$ cat config.mk
export PLATFORM = sky130hd
export DESIGN_NAME = rf_scan_reader
export DESIGN_NICKNAME = d
export VERILOG_FILES = /design/src/rtl/rf_scan_pkg.sv /design/src/rtl/rf_scan_reader_piso_32.sv /design/src/rtl/rf_scan_reader.sv
export SDC_FILE = /design/constraint.sdc
export NUM_CORES = 1
export LEC_CHECK = 0
export CORE_ASPECT_RATIO = 0.7
export CORE_MARGIN = 2
export CORE_UTILIZATION = 50
export DETAILED_ROUTE_END_ITERATION = 10
export PLACE_DENSITY = 0.78
export SETUP_SLACK_MARGIN = 0.02
export SYNTH_ARGS = -nofsm -noshare
export SYNTH_HDL_FRONTEND = slang
export SYNTH_SLANG_ARGS = --single-unit
export TNS_END_PERCENT = 100
$ cat constraint.sdc
create_clock -name clk -period 5.2 [get_ports clk]
set_input_delay 0.78 -clock clk [delete_from_list [all_inputs] [get_ports clk]]
set_output_delay 0.78 -clock clk [all_outputs]
set_load 0.02 [all_outputs]
$ cat src/rtl/rf_scan_pkg.sv
// Shared types and widths for the register-file scan reader.
package rf_scan_pkg;

  localparam int unsigned DATA_W = 32;
  localparam int unsigned ADDR_W = 5;
  localparam int unsigned NREGS  = 32;
  localparam int unsigned CNT_W  = $clog2(DATA_W);

  typedef enum logic [1:0] {
    IDLE  = 2'd0,
    FETCH = 2'd1,
    SHIFT = 2'd2,
    DONE  = 2'd3
  } state_t;

endpackage

$ cat src/rtl/rf_scan_reader_piso_32.sv
// 32-bit parallel-in/serial-out shift register, MSB first; load beats shift.
module piso_32
  import rf_scan_pkg::*;
(
  input  logic              clk,
  input  logic              arst_n,
  input  logic              load,
  input  logic              shift,
  input  logic [DATA_W-1:0] din,
  output logic              msb
);

  logic [DATA_W-1:0] shreg;

  always_ff @(posedge clk or negedge arst_n) begin
    if (!arst_n) begin
      shreg <= '0;
    end else if (load) begin
      shreg <= din;
    end else if (shift) begin
      shreg <= {shreg[DATA_W-2:0], 1'b0};
    end
  end

  assign msb = shreg[DATA_W-1];

endmodule

$ cat src/rtl/rf_scan_reader.sv
// Debug read-back engine: walks a register-file address range and streams
// each word MSB-first over a valid/ready bit interface.
module rf_scan_reader
  import rf_scan_pkg::*;
(
  input  logic              clk,
  input  logic              arst_n,
  input  logic              start,
  input  logic [ADDR_W-1:0] first_addr,
  input  logic [ADDR_W-1:0] last_addr,
  output logic [ADDR_W-1:0] rf_raddr,
  input  logic [DATA_W-1:0] rf_rdata,
  output logic              sout,
  output logic              sout_valid,
  input  logic              sout_ready,
  output logic              frame,
  output logic              busy,
  output logic              done
);

  state_t            state_q, state_d;
  logic [ADDR_W-1:0] addr_d;
  logic [ADDR_W-1:0] last_q, last_d;
  logic [CNT_W-1:0]  bitcnt_q, bitcnt_d;
  logic              load_c;
  logic              shift_c;

  piso_32 u_piso (
    .clk    (clk),
    .arst_n (arst_n),
    .load   (load_c),
    .shift  (shift_c),
    .din    (rf_rdata),
    .msb    (sout)
  );

  // rf_raddr doubles as the scan address register so it is stable in every state
  always_ff @(posedge clk or negedge arst_n) begin
    if (!arst_n) begin
      state_q    <= IDLE;
      rf_raddr   <= '0;
      last_q     <= '0;
      bitcnt_q   <= '0;
      sout_valid <= 1'b0;
      frame      <= 1'b0;
      busy       <= 1'b0;
      done       <= 1'b0;
    end else begin
      state_q    <= state_d;
      rf_raddr   <= addr_d;
      last_q     <= last_d;
      bitcnt_q   <= bitcnt_d;
      sout_valid <= (state_d == SHIFT);
      frame      <= (state_d == SHIFT) && (bitcnt_d == '0);
      busy       <= (state_d != IDLE);
      done       <= (state_d == DONE);
    end
  end

  always_comb begin
    state_d  = state_q;
    addr_d   = rf_raddr;
    last_d   = last_q;
    bitcnt_d = bitcnt_q;
    load_c   = 1'b0;
    shift_c  = 1'b0;
    unique case (state_q)
      IDLE: begin
        if (start) begin
          addr_d  = first_addr;
          last_d  = last_addr;
          state_d = FETCH;
        end
      end
      FETCH: begin
        load_c   = 1'b1;
        bitcnt_d = '0;
        state_d  = SHIFT;
      end
      SHIFT: begin
        if (sout_valid && sout_ready) begin
          shift_c  = 1'b1;
          bitcnt_d = bitcnt_q + CNT_W'(1);
          if (bitcnt_q == CNT_W'(DATA_W - 1)) begin
            if (rf_raddr == last_q) begin
              state_d = DONE;
            end else begin
              // address wraps naturally at NREGS
              addr_d  = rf_raddr + ADDR_W'(1);
              state_d = FETCH;
            end
          end
        end
      end
      DONE: begin
        state_d = IDLE;
      end
      default: begin
        state_d = IDLE;
      end
    endcase
  end

endmodule

Word level (Yosys, flattened, before mapping). Cells that the tools add are included.

Add/sub/neg operators: 2. $mul: 0. Div/mod/pow operators: 0. Magnitude comparators: 0. Equality and inequality tests: 11. Shifts and indexed selects: 0. Muxes and demuxes: 17. Bitwise logic cells: 0. Reduce and logical (&&, ||, !) cells: 9.

Operator list (number): 32-bit 2-to-1 mux (2); 5-bit 2-to-1 mux (5); 5-bit case mux with 2 select lines (2); 5-bit by 1-bit adder with 5-bit output (second input constant) (2); 2-bit == test (second input constant) (4); 2-bit 2-to-1 mux (4); 2-bit != test (second input constant) (4); 2-bit case mux with 4 select lines (1); 2-bit nonzero test (3); 5-bit == test (1); 5-bit == test (second input constant) (1); 5-bit logical NOT (1); 5-bit AND reduction (1); 1-bit 2-to-1 mux (3); 2-bit by 1-bit == test with 1-bit output (second input constant) (1); 1-bit logical AND (2); 2-bit logical NOT (1); 2-bit AND reduction (1).

Flip-flop bits (word level): 53. Bits in latches: 0. Bits in writable memories: 0. ROM bits: 0. Bits of input ports: 46. Output and inout bits: 10. Word-level logic and storage cells: 48. Memories kept: 0.

Logic depth before layout (Yosys ltp). Gate-level depths: netlist of the first run.

Word-level depth: 7. Mapped depth: 9. Gate-level depth less buffers: 9.

Hierarchy. From an unflattened synthesis of the first run, not the netlist that was laid out.

Cell total of the unflattened synthesis: 270. Area, all modules: 2788.9 um^2.

Modules (own cells, without submodules): piso_32 (times used 1, cells an instance 139, area each 1512.7 um^2, sequential area each 800.8 um^2); rf_scan_reader (times used 1, cells an instance 131, area each 1276.2 um^2, sequential area each 525.5 um^2).

Worst setup path after synthesis of the first run. Ideal clock, no wire load.

Path kind: register -> register. Start point: register bitcnt_q[0]. End point: register frame. Arrival: 1.878 ns. Required time: 5.105 ns. Slack: 3.227 ns. Stages on the path, launching flop included: 10. Path buffers: 0. Period minus slack after synthesis: 1.973 ns. Path through: dfrtp_1 ha_1 and3_1 ha_1 and3_4 o21a_1 o22ai_2 inv_2 nor3_1 nor4b_2.

Longest elaborated chain between the ends: 6.

Ends and longest elaborated chain: from (decl) (RTL line rf_scan_reader.sv:24) `logic [CNT_W-1:0] bitcnt_q, bitcnt_d;`; from (signal assigned) (RTL line rf_scan_reader.sv:52) `bitcnt_q <= bitcnt_d;`; 5-bit == test (RTL line rf_scan_reader.sv:84) `if (bitcnt_q == CNT_W'(DATA_W - 1)) begin`; 2-bit 2-to-1 mux (RTL line rf_scan_reader.sv:84); 2-bit 2-to-1 mux (RTL line rf_scan_reader.sv:81) `if (sout_valid && sout_ready) begin`; 2-bit case mux with 4 select lines (RTL line rf_scan_reader.sv:67) `unique case (state_q)`; net state_d[0] (RTL line rf_scan_reader.sv:21) `state_t state_q, state_d;`; 2-bit == test (RTL line rf_scan_reader.sv:54) `frame <= (state_d == SHIFT) && (bitcnt_d == '0);`; 1-bit logical AND (RTL line rf_scan_reader.sv:54); to (signal assigned) (RTL line rf_scan_reader.sv:54); to (decl) (RTL line rf_scan_reader.sv:16) `output logic frame,`.

The timed path passes the listed nets, and every way through them passes these cells. A chain may end at the register's enable or synchronous reset.

Worst setup path after layout of the first run.
Start point: register state_q[0]. End point: register u_piso.shreg[9].

Longest elaborated chain between the ends: 3.

Ends and longest elaborated chain: from (decl) (RTL line rf_scan_reader.sv:21); from (signal assigned) (RTL line rf_scan_reader.sv:49) `state_q <= state_d;`; 2-bit by 1-bit == test with 1-bit output or 2-bit == test (tied branches) (RTL line rf_scan_reader.sv:67); 1-bit 2-to-1 mux (RTL line rf_scan_reader.sv:67); 32-bit 2-to-1 mux or 2-bit nonzero test (tied branches); to (signal assigned) (RTL line rf_scan_reader_piso_32.sv:19) `shreg <= din;`; to (signal assigned) (RTL line rf_scan_reader_piso_32.sv:21) `shreg <= {shreg[DATA_W-2:0], 1'b0};`; to (decl) (RTL line rf_scan_reader_piso_32.sv:13) `logic [DATA_W-1:0] shreg;`.

Parallel ways exist; a longest one is shown, timed or not.

==> results of run 1 <==
==> power groups by stage <==
stage	sequential (W)	clock (W)	combinational, W
after floorplan	0.000737	0	0.000521
after global placement	0.000732	0	0.000722
after detailed placement	0.000737	0	0.000744
after CTS	0.000731	0.000237	0.000748
final	0.000731	0.000228	0.000741
after global routing	0.000755	0.000258	0.000824
==> per-stage QoR <==
step / util / hold WS (ns) / power (W) / std cells
floorplan: - / 0.479 / 0.00126 / 273
global placement: 0.626 / 0.503 / 0.00145 / 384
detailed placement: 0.626 / 0.509 / 0.00148 / 384
CTS: 0.643 / 0.522 / 0.00172 / 392
global route: 0.643 / 0.560 / 0.00184 / 392
finish: 0.643 / 0.522 / 0.00170 / 392
==> worst paths after layout <==
path / to / slack (ns)
setup / recovery: u_piso.shreg[9] / 2.63
hold / removal: u_piso.shreg[0] / 0.52
setup reg to reg: u_piso.shreg[9] / 2.63
hold reg to reg: u_piso.shreg[0] / 0.52
max in group asynchronous: u_piso.shreg[1] / 4.17
min in group asynchronous: last_q[0] / 0.57
==> cell type report <==
class	count	share of cell area
repair buffers	56	0.163
clock buffers	5	0.0202
multi-input cells	196	0.386
flip-flops and latches	53	0.390
inverters	7	0.00773
clock inverters	3	0.00626
well taps	72	0.0265
==> per-layer routing <==
metal,global-route usage,vias to the layer above,share of wire
met2,0.283,51,0.44
met1,0.286,1014,0.50
met4,0.0404,0,0.0031
li1,-,1063,-
met3,0.0456,2,0.054
met5,0,-,0
==> flip-flops by register name (all words and copies together) (netlist names) <==
register and flops:
done 1, last_q 5, u_piso.shreg 32, rf_raddr 5, frame 1, busy 1, sout_valid 1, state_q 2
bitcnt_q 5
==> cells by family after synthesis <==
logic type | share of synthesized area
flops | 0.481
compound gates | 0.143
fa+ha+maj | 0.0272
buf+inv | 0.0436
mux | 0.133
simple gates | 0.153
xor+xnor | 0.0186
==> worst max-delay path, cell delays in order, from the launching register on <==
cell     delay (ns)
dfrtp_1        0.42
inv_1          0.09
ha_1           0.68
nand2_2        0.75
mux2i_1        0.37
o21ai_1        0.09
==> placed cells by master (no fill, tap or decap), types with 2 or more instances in the layout <==
| cell | count |
|---|---|
| o21ai_0 | 7 |
| nand3_1 | 12 |
| o311ai_1 | 4 |
| o311a_1 | 2 |
| o211ai_1 | 2 |
| xnor2_1 | 2 |
| a21oi_1 | 4 |
| mux2i_1 | 31 |
| xor2_1 | 2 |
| clkdlybuf4s50_1 | 54 |
| nor2_1 | 5 |
| inv_1 | 6 |
| o21ai_1 | 30 |
| nor2b_1 | 2 |
| o22a_1 | 2 |
| clkbuf_8 | 5 |
| ha_1 | 5 |
| nand2_1 | 46 |
| dfrtp_1 | 53 |
| mux2_2 | 5 |
| nand4_1 | 3 |
| nand2b_1 | 4 |
| nor3_1 | 4 |
==> impl_results.md, run 1 <==
* N_diodes at 0
* Initial drt markers at 61
* Startpoint Class: flop
* Die height at 66.1 microns
* Min-Delay Path Depth at 2
* CTS buffer count at 5
* Yosys top cell area share at 0.481
* Post-synth EDFFs at 0
* Crit path setup slack, layout at 2.63 ns
* FF/Latch Area at about 0.0013 sq mm
* Initial antenna violation count at 0
* Full die area at 0.00613 sq mm
* Post-Route WL at 5460 microns
* Drt first pass iters at 5
* Library cells used by synthesis at between 40 and 50
* Vias in the first global route at 1963
* Final hold violation count at 0
* Drt wl/cell at 13.9 microns
* Synth async-reset ratio at 1.00
* Total congestion overflow at 0
* DR vias/cell at 5.43
* Cell row count at 22
* Post-synthesis area per instance at 10.1 sq um
* Die Wd at 92.7 microns
* Cells after synthesis at 273
* Largest net degree at the start of global routing at 68
* Ys flop type: dfrtp_1
* Yosys Warn Count at 0
* Register area share after synthesis at 0.481
* Vias at roughly 2100
* First-pass GRT wire length at 9300 microns
* Core Box Area at ~0.0053 sq mm
* Combinational Power Share at 0.436
* Worst-margin pin slew at 1.12 ns
* Crit Path Class: reg2reg
* Leakage power at between 1.5 and 2 nW
* Fillers at 437
* Req. time, crit path at about 5.4 ns
* Post-route ant nets at 0
* Place WS at 2.38 ns
* Crit Path Max Fanout at 32
* Worst-case reg-to-reg path depth at 5
* Final HPWL DP at 3810 microns
* Cell Area, Synth at roughly 0.0028 sq mm
* Crit end category: flop
* Post-CTS Setup Inserts at 0
* Final Skew at between 0.01 and 0.015 ns
* CP arrival at 2.71 ns
* P_int at 0.00103 W
* Max cap viols at 0
* Commonest cells post-synth: dfrtp_1, nand2_1, mux2i_1
* Tmin final at approximately 2.6 ns
* Final setup fails at 0
* Outcome: finished, final reports clean
* Cell with the most instances after synthesis: dfrtp_1
* VDD IR max at 0.396 mV
* CTS max path bufs at 2
* Most area-hungry cell type in the Yosys netlist: dfrtp_1
* Switching Fraction at 0.393
* DP Area at 0.00331 sq mm
* Cts hold-fix bufs at 0
* PwrDens at 500 mW/mm^2
* Slew margin rel. at 0.256
* Hold Path Origin: u_piso.shreg[0]
* Multi-input logic area at between 0.001 and 0.0015 sq mm
* Hold WC Path Type: reg2reg
* Switch Pwr at 0.000668 W
* GRT Overall Usage at 0.191
* Post-cts resize count at 0
* Synthesized flop and latch total at 53
* Top Ports at 56
* Reg clk slew, reported paths at 0.10 ns
* Initial core utilization at 0.521
* Clock power share at 0.134
* PortBufs at 55
* Root buffer cell: clkbuf_8
* CTS tree: yes
* Clk_lat worst skew at 0.30 ns
* RePlAce Congestion at 0.848
* Fraction of layout cells with a size suffix above 1 at 0.0781
* Synth area leaders: dfrtp_1, mux2i_1, nand2_1
* Layout net count at between 300 and 400
* Highest clock rate at 0.389 GHz
* Crit. Startpoint: state_q[0]
* Fin. max-slew vios at 0
* Final period util at 0.494
* Syn Nets at ~330
* Reg power frac at 0.430
* Reg2reg start: state_q[0]
* Post-route cell area at 0.00340 sq mm
* Area Overhead vs Synth at 23.4%
* Unrepaired setup endpoints after global routing: false
* Setup TNS Final at 0 ns
* Post-route DRC at 0
* CTS H-tree lvls at 2
* Clock sink total at 53
No activity file was read; power rests on OpenSTA's default activity.
==> run 2, diff against run 1 <==
Clock period 5.2 ns to 2.4 ns, I/O delays scaled along.
==> run 2 against run 1 <==
Effect of this change: critical endpoint is now frame; sequential share of layout area shrank 0.66 points; clock skew hardly changed; largest power group unchanged; cell area is 1.7% higher; wire length grew 1.2%; clock-buffer cell count stayed put; die area stayed put; total power up 120%.
==> impl_results.md, run 2 (synthesized netlist as in run 1, its figures left out) <==
* Outcome: finished, final reports clean
* Cell with the most instances on the worst path: ha_1
* Cell row count at 22 (unchanged)
* Req. time, crit path at 2.61 ns (-2.74 ns)
* CP arrival at 2.37 ns (-0.34 ns)
* Multi-input logic area at 0.00131 sq mm (unchanged)
* Slew margin rel. at 0.574 (+0.318)
* Layout net count at 376 (+1.3%)
* Drt wl/cell at 13.9 microns (-0.10%)
* First-pass GRT wire length at 9220 microns (-0.89%)
* Drt first pass iters at 4 (-1)
* Total congestion overflow at 0 (unchanged)
* Worst-margin pin slew at 0.640 ns (-0.476 ns)
* Hold WC Path Type: in2async
* Most common cell after layout, fill and taps aside: clkdlybuf4s50_1
* Reg clk slew, reported paths at 0.10 ns (about the same)
* Top reg by flops: u_piso.shreg
* Vias at 2101 (-1.4%)
* Cts hold-fix bufs at 0 (unchanged)
* Setup TNS Final at 0 ns (unchanged)
* Final hold violation count at 0 (unchanged)
* Max FFs per register at 32 (unchanged)
* Commonest non-fill, non-tap cells in the layout: clkdlybuf4s50_1, dfrtp_1, nand2_1
* CP peak stage delay at 0.45 ns (-0.30 ns)
* Initial drt markers at 133 (+120%)
* CTS buffer count at 5 (unchanged)
* Highest clock rate at 0.463 GHz (+19%)
* Vias in the first global route at 1977 (+0.71%)
* Hold slack at 0.0671 ns (-0.454 ns)
* Post-cts resize count at 0 (unchanged)
* Post-layout utilization of the core at 0.654 (+0.0111)
* Die height at 66.1 microns (unchanged)
* Final period util at 0.899 (+0.405)
* CTS H-tree lvls at 2 (unchanged)
* Post-route DRC at 0 (unchanged)
* Startpoint Class: flop
* GRT Overall Usage at 0.192 (+0.000551)
* Max cap viols at 0 (unchanged)
* Final HPWL DP at 3960 microns (+3.8%)
* Fraction of layout cells with a size suffix above 1 at 0.0923 (+0.0142)
* Unrepaired setup endpoints after global routing: false
* Fillers at 458 (+4.8%)
* Post-Route WL at 5520 microns (+1.2%)
* PortBufs at 55 (unchanged)
* Fin. max-slew vios at 0 (unchanged)
* Tmin final at 2.16 ns (-0.412 ns)
* CTS max path bufs at 2 (unchanged)
* RePlAce Congestion at 0.852 (+0.54%)
* N_diodes at 0 (unchanged)
* Top Ports at 56 (unchanged)
* Crit Path Max Fanout at 7 (-78%)
* Root buffer cell: clkbuf_8
* Die Wd at 92.7 microns (unchanged)
* Critical path cell sequence: ha_1 > and3_1 > ha_1 > and3_4 > o21a_1 > o22ai_2 > inv_2 > nor3_1 > nor4b_2
* Core Box Area at 0.00529 sq mm (unchanged)
* Largest net degree at the start of global routing at 65 (-4.4%)
* Worst-case reg-to-reg path depth at 9 (+4)
* Clock sink total at 53 (unchanged)
* Final Skew at 0.0124 ns (+0.000369 ns)
* Post-route ant nets at 0 (unchanged)
* FF/Latch Area at 0.00133 sq mm (unchanged)
* CTS tree: yes
* Total power at 0.00370 W (+120%)
* Crit end category: flop
* Initial antenna violation count at 0 (unchanged)
* Post-CTS Setup Inserts at 0 (unchanged)
* DR vias/cell at 5.29 (-2.6%)
* PwrDens at 1070 mW/mm^2 (+110%)
* Clk_lat worst skew at 0.30 ns (about the same)
* Final setup fails at 0 (unchanged)
* Area Overhead vs Synth at 25.5%
* Leakage power at 1.64 nW (+2.2%)
* Slowest cell on the critical path: dfrtp_1
* Initial core utilization at 0.521 (unchanged)
* VDD IR max at 0.656 mV (+66%)
* Crit Path Class: reg2reg
* Full die area at 0.00613 sq mm (unchanged)
[run 2: per-layer routing]
layer / global-route usage / vias up / wire length, microns
met5: 0 / - / 0
met4: 0.0551 / 0 / 58
met3: 0.0399 / 7 / 279
met2: 0.296 / 51 / 2410
met1: 0.275 / 973 / 2770
li1: - / 1070 / -
[run 2: cell type report]
type / instances / share of cell area
Sequential cell: 53 / 0.384
Tap cell: 72 / 0.0260
Clock inverter: 3 / 0.00507
Multi-Input combinational cell: 196 / 0.380
Clock buffer: 5 / 0.0199
Inverter: 7 / 0.00760
Timing Repair Buffer: 61 / 0.178
[run 2: final timing paths]
path / start / endpoint / slack [ns]
setup / recovery: bitcnt_q[0] / frame / 0.24
hold / removal: arst_n / bitcnt_q[0] / 0.07
setup reg to reg: bitcnt_q[0] / frame / 0.24
hold reg to reg: u_piso.shreg[0] / u_piso.shreg[0] / 0.52
max in group asynchronous: arst_n / u_piso.shreg[5] / 1.78
min in group clk: u_piso.shreg[0] / u_piso.shreg[0] / 0.52
[run 2: metrics by stage]
step                      setup slack (ns)  cell area (sq um)  cells
after floorplan                      0.427               2760    273
after global placement               0.343               3370    389
after detailed placement             0.288               3370    389
after CTS                            0.243               3460    397
after global routing                0.0530               3460    397
final                                0.242               3460    397
[run 2: where the power goes]
group	internal, W	switching (W)	leakage (nW)
Clock	0.000202	0.000291	0.0439
Combinational	0.000770	0.000859	0.938
Sequential	0.00128	0.000294	0.661
[run 2: critical path: cells and delay by family (launching register included)]
family          cells  cell delay, ns
fa+ha+maj           2            0.44
flops               1            0.45
compound gates      2            0.34
buf+inv             1            0.07
simple gates        4            0.75
